--- config.mk ---
export PLATFORM = sky130hd
export DESIGN_NAME = mem_access_flat
export DESIGN_NICKNAME = d
export VERILOG_FILES = /design/src/rtl/mem_pkg.sv /design/src/rtl/mem_access_if.sv /design/src/rtl/mem_access_align_check.sv /design/src/rtl/mem_access.sv /design/src/flat_wrapper.sv
export SDC_FILE = /design/constraint.sdc
export NUM_CORES = 1
export LEC_CHECK = 0
export BUFFER_PORTS_ARGS = -buffer_cell sky130_fd_sc_hd__buf_2
export CORE_ASPECT_RATIO = 2
export CORE_UTILIZATION = 31
export DETAILED_ROUTE_END_ITERATION = 8
export GPL_ROUTABILITY_DRIVEN = 0
export HOLD_SLACK_MARGIN = 0.05
export PLACE_DENSITY = 0.61
export REMOVE_ABC_BUFFERS = 1
export SKIP_CTS_REPAIR_TIMING = 1
export SLEW_MARGIN = 20
export SYNTH_ARGS = -nofsm -noshare
export SYNTH_HDL_FRONTEND = slang
export SYNTH_SLANG_ARGS = --single-unit
export TNS_END_PERCENT = 20
--- constraint.sdc ---
create_clock -name clk -period 2.4 [get_ports clk]
set_input_delay 0.6 -clock clk [delete_from_list [all_inputs] [get_ports clk]]
set_output_delay 0.6 -clock clk [all_outputs]
set_load 0.03 [all_outputs]
--- src/rtl/mem_pkg.sv ---
// Shared types and widths for the LEGv8 memory-access stage.
package mem_pkg;

    localparam int unsigned DATA_W     = 64;
    localparam int unsigned RIDX_W     = 5;
    localparam int unsigned ALIGN_BITS = 3;

    typedef enum logic [1:0] {
        IDLE = 2'd0,
        REQ  = 2'd1,
        WAIT = 2'd2
    } mem_state_t;

    typedef struct packed {
        logic              valid;
        logic              reg_write;
        logic [RIDX_W-1:0] rd;
        logic [DATA_W-1:0] data;
        logic              fault;
    } wb_rec_t;

endpackage

--- src/rtl/mem_access_if.sv ---
// Execute-side, data-memory and writeback signals of the memory-access stage.
interface mem_access_if;

    logic                              ex_valid;
    logic                              ex_ready;
    logic [mem_pkg::DATA_W-1:0]        alu_result;
    logic [mem_pkg::DATA_W-1:0]        write_data;
    logic                              mem_read;
    logic                              mem_write;
    logic                              reg_write;
    logic [mem_pkg::RIDX_W-1:0]        rd;

    logic                              dm_req;
    logic                              dm_we;
    logic [mem_pkg::DATA_W-1:0]        dm_addr;
    logic [mem_pkg::DATA_W-1:0]        dm_wdata;
    logic                              dm_gnt;
    logic                              dm_rvalid;
    logic [mem_pkg::DATA_W-1:0]        dm_rdata;

    logic                              wb_valid;
    logic                              wb_reg_write;
    logic [mem_pkg::RIDX_W-1:0]        wb_rd;
    logic [mem_pkg::DATA_W-1:0]        wb_data;
    logic                              fault;

    // Stage side: master of the data-memory request bus
    modport master (
        input  ex_valid, alu_result, write_data, mem_read, mem_write, reg_write, rd,
        input  dm_gnt, dm_rvalid, dm_rdata,
        output ex_ready, dm_req, dm_we, dm_addr, dm_wdata,
        output wb_valid, wb_reg_write, wb_rd, wb_data, fault
    );

    // Environment side: execute stage, data memory and writeback consumer
    modport slave (
        output ex_valid, alu_result, write_data, mem_read, mem_write, reg_write, rd,
        output dm_gnt, dm_rvalid, dm_rdata,
        input  ex_ready, dm_req, dm_we, dm_addr, dm_wdata,
        input  wb_valid, wb_reg_write, wb_rd, wb_data, fault
    );

endinterface

--- src/rtl/mem_access_align_check.sv ---
// Flags operations that must not reach memory: load+store together or a misaligned doubleword address.
module align_check
    import mem_pkg::*;
(
    input  logic [ALIGN_BITS-1:0] addr_lsb,
    input  logic                  mem_read,
    input  logic                  mem_write,
    output logic                  fault_c
);

    // Illegal combination or nonzero low address bits on a memory op
    always_comb begin
        fault_c = (mem_read && mem_write) ||
                  ((mem_read || mem_write) && (addr_lsb != '0));
    end

endmodule

--- src/rtl/mem_access.sv ---
// LEGv8 memory-access stage: request/grant/response to data memory, one writeback record per operation.
module mem_access
    import mem_pkg::*;
(
    input  logic         clk,
    input  logic         reset,
    mem_access_if.master bus
);

    mem_state_t        state_q, state_d;
    logic              ex_ready_q, ex_ready_d;
    logic              dm_req_q, dm_req_d;
    logic              dm_we_q, dm_we_d;
    logic [DATA_W-1:0] dm_addr_q, dm_addr_d;
    logic [DATA_W-1:0] dm_wdata_q, dm_wdata_d;
    logic [RIDX_W-1:0] rd_q, rd_d;
    logic              reg_write_q, reg_write_d;
    wb_rec_t           wb_q, wb_d;
    logic              align_fault_c;

    align_check u_align_check (
        .addr_lsb  (bus.alu_result[ALIGN_BITS-1:0]),
        .mem_read  (bus.mem_read),
        .mem_write (bus.mem_write),
        .fault_c   (align_fault_c)
    );

    // Next-state and registered-output computation
    always_comb begin
        state_d       = state_q;
        dm_we_d       = dm_we_q;
        dm_addr_d     = dm_addr_q;
        dm_wdata_d    = dm_wdata_q;
        rd_d          = rd_q;
        reg_write_d   = reg_write_q;
        wb_d          = wb_q;
        wb_d.valid    = 1'b0;
        wb_d.fault    = 1'b0;

        unique case (state_q)
            IDLE: begin
                if (bus.ex_valid) begin
                    if (align_fault_c) begin
                        wb_d.valid     = 1'b1;
                        wb_d.fault     = 1'b1;
                        wb_d.reg_write = 1'b0;
                    end else if (!bus.mem_read && !bus.mem_write) begin
                        wb_d.valid     = 1'b1;
                        wb_d.data      = bus.alu_result;
                        wb_d.rd        = bus.rd;
                        wb_d.reg_write = bus.reg_write;
                    end else begin
                        dm_addr_d   = bus.alu_result;
                        dm_we_d     = bus.mem_write;
                        dm_wdata_d  = bus.mem_write ? bus.write_data : '0;
                        rd_d        = bus.rd;
                        reg_write_d = bus.reg_write;
                        state_d     = REQ;
                    end
                end
            end
            REQ: begin
                if (bus.dm_gnt) begin
                    dm_we_d = 1'b0;
                    if (dm_we_q) begin
                        wb_d.valid     = 1'b1;
                        wb_d.reg_write = 1'b0;
                        state_d        = IDLE;
                    end else begin
                        state_d = WAIT;
                    end
                end
            end
            WAIT: begin
                if (bus.dm_rvalid) begin
                    wb_d.valid     = 1'b1;
                    wb_d.data      = bus.dm_rdata;
                    wb_d.rd        = rd_q;
                    wb_d.reg_write = reg_write_q;
                    state_d        = IDLE;
                end
            end
            default: begin
                state_d = IDLE;
            end
        endcase

        dm_req_d   = (state_d == REQ);
        ex_ready_d = (state_d == IDLE);
    end

    // State and output registers with synchronous active-low reset
    always_ff @(posedge clk) begin
        if (!reset) begin
            state_q     <= IDLE;
            ex_ready_q  <= 1'b1;
            dm_req_q    <= 1'b0;
            dm_we_q     <= 1'b0;
            dm_addr_q   <= '0;
            dm_wdata_q  <= '0;
            rd_q        <= '0;
            reg_write_q <= 1'b0;
            wb_q        <= '0;
        end else begin
            state_q     <= state_d;
            ex_ready_q  <= ex_ready_d;
            dm_req_q    <= dm_req_d;
            dm_we_q     <= dm_we_d;
            dm_addr_q   <= dm_addr_d;
            dm_wdata_q  <= dm_wdata_d;
            rd_q        <= rd_d;
            reg_write_q <= reg_write_d;
            wb_q        <= wb_d;
        end
    end

    assign bus.ex_ready     = ex_ready_q;
    assign bus.dm_req       = dm_req_q;
    assign bus.dm_we        = dm_we_q;
    assign bus.dm_addr      = dm_addr_q;
    assign bus.dm_wdata     = dm_wdata_q;
    assign bus.wb_valid     = wb_q.valid;
    assign bus.wb_reg_write = wb_q.reg_write;
    assign bus.wb_rd        = wb_q.rd;
    assign bus.wb_data      = wb_q.data;
    assign bus.fault        = wb_q.fault;

endmodule

--- src/flat_wrapper.sv ---
// flat-port wrapper written by rule: the top's interface ports become plain ports
module mem_access_flat import mem_pkg::*;
  (clk, reset, bus_ex_valid, bus_alu_result, bus_write_data, bus_mem_read, bus_mem_write, bus_reg_write, bus_rd, bus_dm_gnt, bus_dm_rvalid, bus_dm_rdata, bus_ex_ready, bus_dm_req, bus_dm_we, bus_dm_addr, bus_dm_wdata, bus_wb_valid, bus_wb_reg_write, bus_wb_rd, bus_wb_data, bus_fault);
  mem_access_if bus_i ();
  input  logic clk;
  input  logic reset;
  input wire logic [$bits(bus_i.ex_valid)-1:0] bus_ex_valid;
  input wire logic [$bits(bus_i.alu_result)-1:0] bus_alu_result;
  input wire logic [$bits(bus_i.write_data)-1:0] bus_write_data;
  input wire logic [$bits(bus_i.mem_read)-1:0] bus_mem_read;
  input wire logic [$bits(bus_i.mem_write)-1:0] bus_mem_write;
  input wire logic [$bits(bus_i.reg_write)-1:0] bus_reg_write;
  input wire logic [$bits(bus_i.rd)-1:0] bus_rd;
  input wire logic [$bits(bus_i.dm_gnt)-1:0] bus_dm_gnt;
  input wire logic [$bits(bus_i.dm_rvalid)-1:0] bus_dm_rvalid;
  input wire logic [$bits(bus_i.dm_rdata)-1:0] bus_dm_rdata;
  output wire logic [$bits(bus_i.ex_ready)-1:0] bus_ex_ready;
  output wire logic [$bits(bus_i.dm_req)-1:0] bus_dm_req;
  output wire logic [$bits(bus_i.dm_we)-1:0] bus_dm_we;
  output wire logic [$bits(bus_i.dm_addr)-1:0] bus_dm_addr;
  output wire logic [$bits(bus_i.dm_wdata)-1:0] bus_dm_wdata;
  output wire logic [$bits(bus_i.wb_valid)-1:0] bus_wb_valid;
  output wire logic [$bits(bus_i.wb_reg_write)-1:0] bus_wb_reg_write;
  output wire logic [$bits(bus_i.wb_rd)-1:0] bus_wb_rd;
  output wire logic [$bits(bus_i.wb_data)-1:0] bus_wb_data;
  output wire logic [$bits(bus_i.fault)-1:0] bus_fault;
  assign bus_i.ex_valid = bus_ex_valid;
  assign bus_i.alu_result = bus_alu_result;
  assign bus_i.write_data = bus_write_data;
  assign bus_i.mem_read = bus_mem_read;
  assign bus_i.mem_write = bus_mem_write;
  assign bus_i.reg_write = bus_reg_write;
  assign bus_i.rd = bus_rd;
  assign bus_i.dm_gnt = bus_dm_gnt;
  assign bus_i.dm_rvalid = bus_dm_rvalid;
  assign bus_i.dm_rdata = bus_dm_rdata;
  assign bus_ex_ready = bus_i.ex_ready;
  assign bus_dm_req = bus_i.dm_req;
  assign bus_dm_we = bus_i.dm_we;
  assign bus_dm_addr = bus_i.dm_addr;
  assign bus_dm_wdata = bus_i.dm_wdata;
  assign bus_wb_valid = bus_i.wb_valid;
  assign bus_wb_reg_write = bus_i.wb_reg_write;
  assign bus_wb_rd = bus_i.wb_rd;
  assign bus_wb_data = bus_i.wb_data;
  assign bus_fault = bus_i.fault;
  mem_access u_core (.clk(clk), .reset(reset), .bus(bus_i));
endmodule
==> results.md <==
- Avg Vias per Cell: 5.298
- Die X: 124.5 um
- Floorplan row count: 89
- First-pass detailed-route iteration total: 5
- Worst endpoint data arrival time: about 2.2 ns
- Mapped Area: a little over 0.009 sq mm
- Crit end category: flop
- CP Launch Type: flop
- Largest net degree at the start of global routing: 93
- Layout Skew: ~0.013 ns
- First-pass GRT wire length: 49930 um
- Drt drc: 0
- Vias in the first global route: 9281
- Final Total Pwr: 7.877 mW
- Post-synth cell types: 36
- CP Buf/Inv Count: 1
- Post-synth top cells: nand2_1, dfxtp_1, mux2i_1
- Clock sinks: 211
- Synth Warn #: 0
- Total GRT Usage: 20.18%
- Clock insertion delay at the later pin of the skew report: 0.51 ns
- GRT overflow: 0
- Final Max Slew Viols: 0
- #FFs+latches synth: 211
- Worst path required time: 2.83 ns
- Max-cap violations: 0
- CP Max Fanout: 53
- Routed wire per std cell: 18.56 um
- Max Root-Sink Buffers: 3
- Top-Level Pins: ~410
- Post-DP HPWL: ~24000 um
- Cell taking the most area after synthesis: dfxtp_1
- Post-Route WL: 32780 um
- Die Footprint: 0.03076 sq mm
- HP Class: input pin to flop
- Syn-to-layout area delta: 32.49%
- CTS tree: built
- Setup violators final: 0
- LEAKAGE: 6.041 nW
- Antenna-violating nets left: 0
- Design Area, Final: 0.01233 sq mm
- Slew @ Worst Pin: roughly 0.70 ns
- Layout cells sized above 1: 34.62%
- Cts bufs inserted: 21
- Die height: 247.0 um
- Fill cells: between 3000 and 4000
- Initial Utilization: 31.53%
- Ys flop type: dfxtp_1
- Initial antenna violation count: 6
- Hold Fails Final Rpt: 0
- Slowest library cell on the worst path: dfxtp_1
- Crit path max-delay family: flip-flops
- RSZ-0062 raised after global routing: false
- Period utilization: 74.82%
- Root Driver: clkbuf_16
- Worst path cell trace: and3b_4 > buf_12 > a32oi_1 > a221oi_2
- Rel. slew slack: 53.14%
- Fmax: approximately 560 MHz
- Critical setup path kind: flop to flop
- Final nets: 1588
- Total Neg Setup Slack: 0 ns
- EDFF count, synth: 0
- Syn Area/Cell: approximately 8.9 sq um
- Port Buf Inserts: 407
- Core Region: about 0.030 sq mm
- CP max stage delay: 0.56 ns
- 1st-iter DRT viols: 476
- Mapped Cells: 1041
- CTS clk-pin slew, worst paths: 0.07 ns
- Multi-input logic area: 0.004507 sq mm
- Most frequent cell after synthesis: nand2_1
- Seq. cell area: approximately 0.0042 sq mm
- DR vias: 9356
- Post-synthesis sequential area ratio: 45.39%
- Async SR Flop Fraction: 0%
- VDD IR max: between 0.4 and 0.5 mV
- Power Dens Cells: 638.9 mW/mm^2
- Status: finished, final reports clean
- H-tree depth: 1
- Yosys top cell area share: 45.39%
- Final min period: 1.796 ns
- Top post-synthesis cells by area: dfxtp_1, mux2i_1, nand2_1, a311oi_1, a211oi_1
- Post-DP Area: 0.01167 sq mm
-- logic make-up (layout without fill, tap and decap cells) --
group | Yosys count | in the layout | synth area share, %
and+or+nand+nor | 423 | 423 | 20.37
other | 0 | 7 | 0
xor gates and xnor gates | 1 | 1 | 0.09414
buffers and inverters | 124 | 478 | 6.441
muxes | 132 | 132 | 14.20
DFF | 211 | 211 | 45.39
AOI/OAI and AO/OA | 150 | 150 | 13.50
-- registers in the layout (all words and copies together) (netlist names) --
| register | cells |
|---|---|
| u_core.bus.dm_addr | 64 |
| u_core.bus.dm_wdata | 64 |
| u_core.bus.wb_data | 64 |
| u_core.bus.wb_rd | 5 |
| u_core.rd_q | 5 |
| u_core.state_q | 2 |
| u_core.bus.dm_req | 1 |
| u_core.bus.dm_we | 1 |
| u_core.bus.ex_ready | 1 |
| u_core.bus.fault | 1 |
| u_core.bus.wb_reg_write | 1 |
| u_core.bus.wb_valid | 1 |
| u_core.reg_write_q | 1 |
-- metrics by stage --
step / worst slack [ns] / cells / util, % / hold WS, ns
5_1_grt: 0.4934 / 1764 / 41.76 / 0.3276
3_3_place_gp: 0.3220 / 1724 / 39.53 / 0.4415
6_report: 0.6044 / 1766 / 41.78 / 0.3371
2_1_floorplan: -4.701 / 920 / - / 0.4376
3_5_place_dp: 0.2758 / 1724 / 39.53 / 0.4474
4_1_cts: 0.5947 / 1759 / 41.72 / 0.3112
-- final timing paths --
kind / cells past startpoint / slack, ns / endpoint / from
worst max-delay path: 4 / 0.60 / u_core.bus.wb_rd[1] / u_core.state_q[1]
worst min-delay path: 3 / 0.34 / u_core.rd_q[1] / bus_rd[1]
worst max register to register: 4 / 0.60 / u_core.bus.wb_rd[1] / u_core.state_q[1]
worst min register to register: 2 / 0.45 / u_core.bus.dm_addr[47] / u_core.bus.dm_addr[47]
-- worst reg2reg max path, stage by stage (launching register included) --
cell and delay, ns:
dfxtp_1 0.56, and3b_4 0.43, buf_12 0.26, a32oi_1 0.18, a221oi_2 0.28
-- where the power goes --
part	internal (mW)	switching (mW)
logic	0.372	0.634
registers	3.59	0.0466
clock network	1.82	1.41
-- per-layer routing --
metal | global-route usage, % | up-vias | part of all wire [%]
li1 | - | 4437 | -
met1 | 21.49 | 4455 | 37
met2 | 38.01 | 392 | 54
met3 | 2.640 | 72 | 5.4
met4 | 10.95 | 0 | 4.3
met5 | 0 | - | 0
-- placed cells by master (no fill, tap or decap), types with 2 or more instances in the layout --
cell       netlist  final
and2_1           6      6
dfxtp_1        211    211
nand4_1         65     65
nor2_1           6      6
clkbuf_8         0      4
nand2_1        275    275
buf_12           0     14
a311oi_1        64     64
diode_2          0      7
a221oi_2         5      5
buf_2           35    406
and3_1           4      4
clkinv_2         0      2
a211oi_1        64     64
clkbuf_1        71      7
o21ai_0          3      3
inv_2            1      2
nand3_1         58     57
a32oi_1          6      6
mux2i_1        132    132
buf_4            6     19
clkbuf_16        0     21
-- final cells by class --
cell class,count,share of cell area (%)
antenna,7,0.1421
clock buffer,31,4.811
clock inverter,4,0.4161
inverter,3,0.09134
multi-input combinational,706,36.56
sequential,211,34.26
tap,364,3.694
timing repair buffer,440,20.02
No activity file was read; power rests on OpenSTA's default activity.
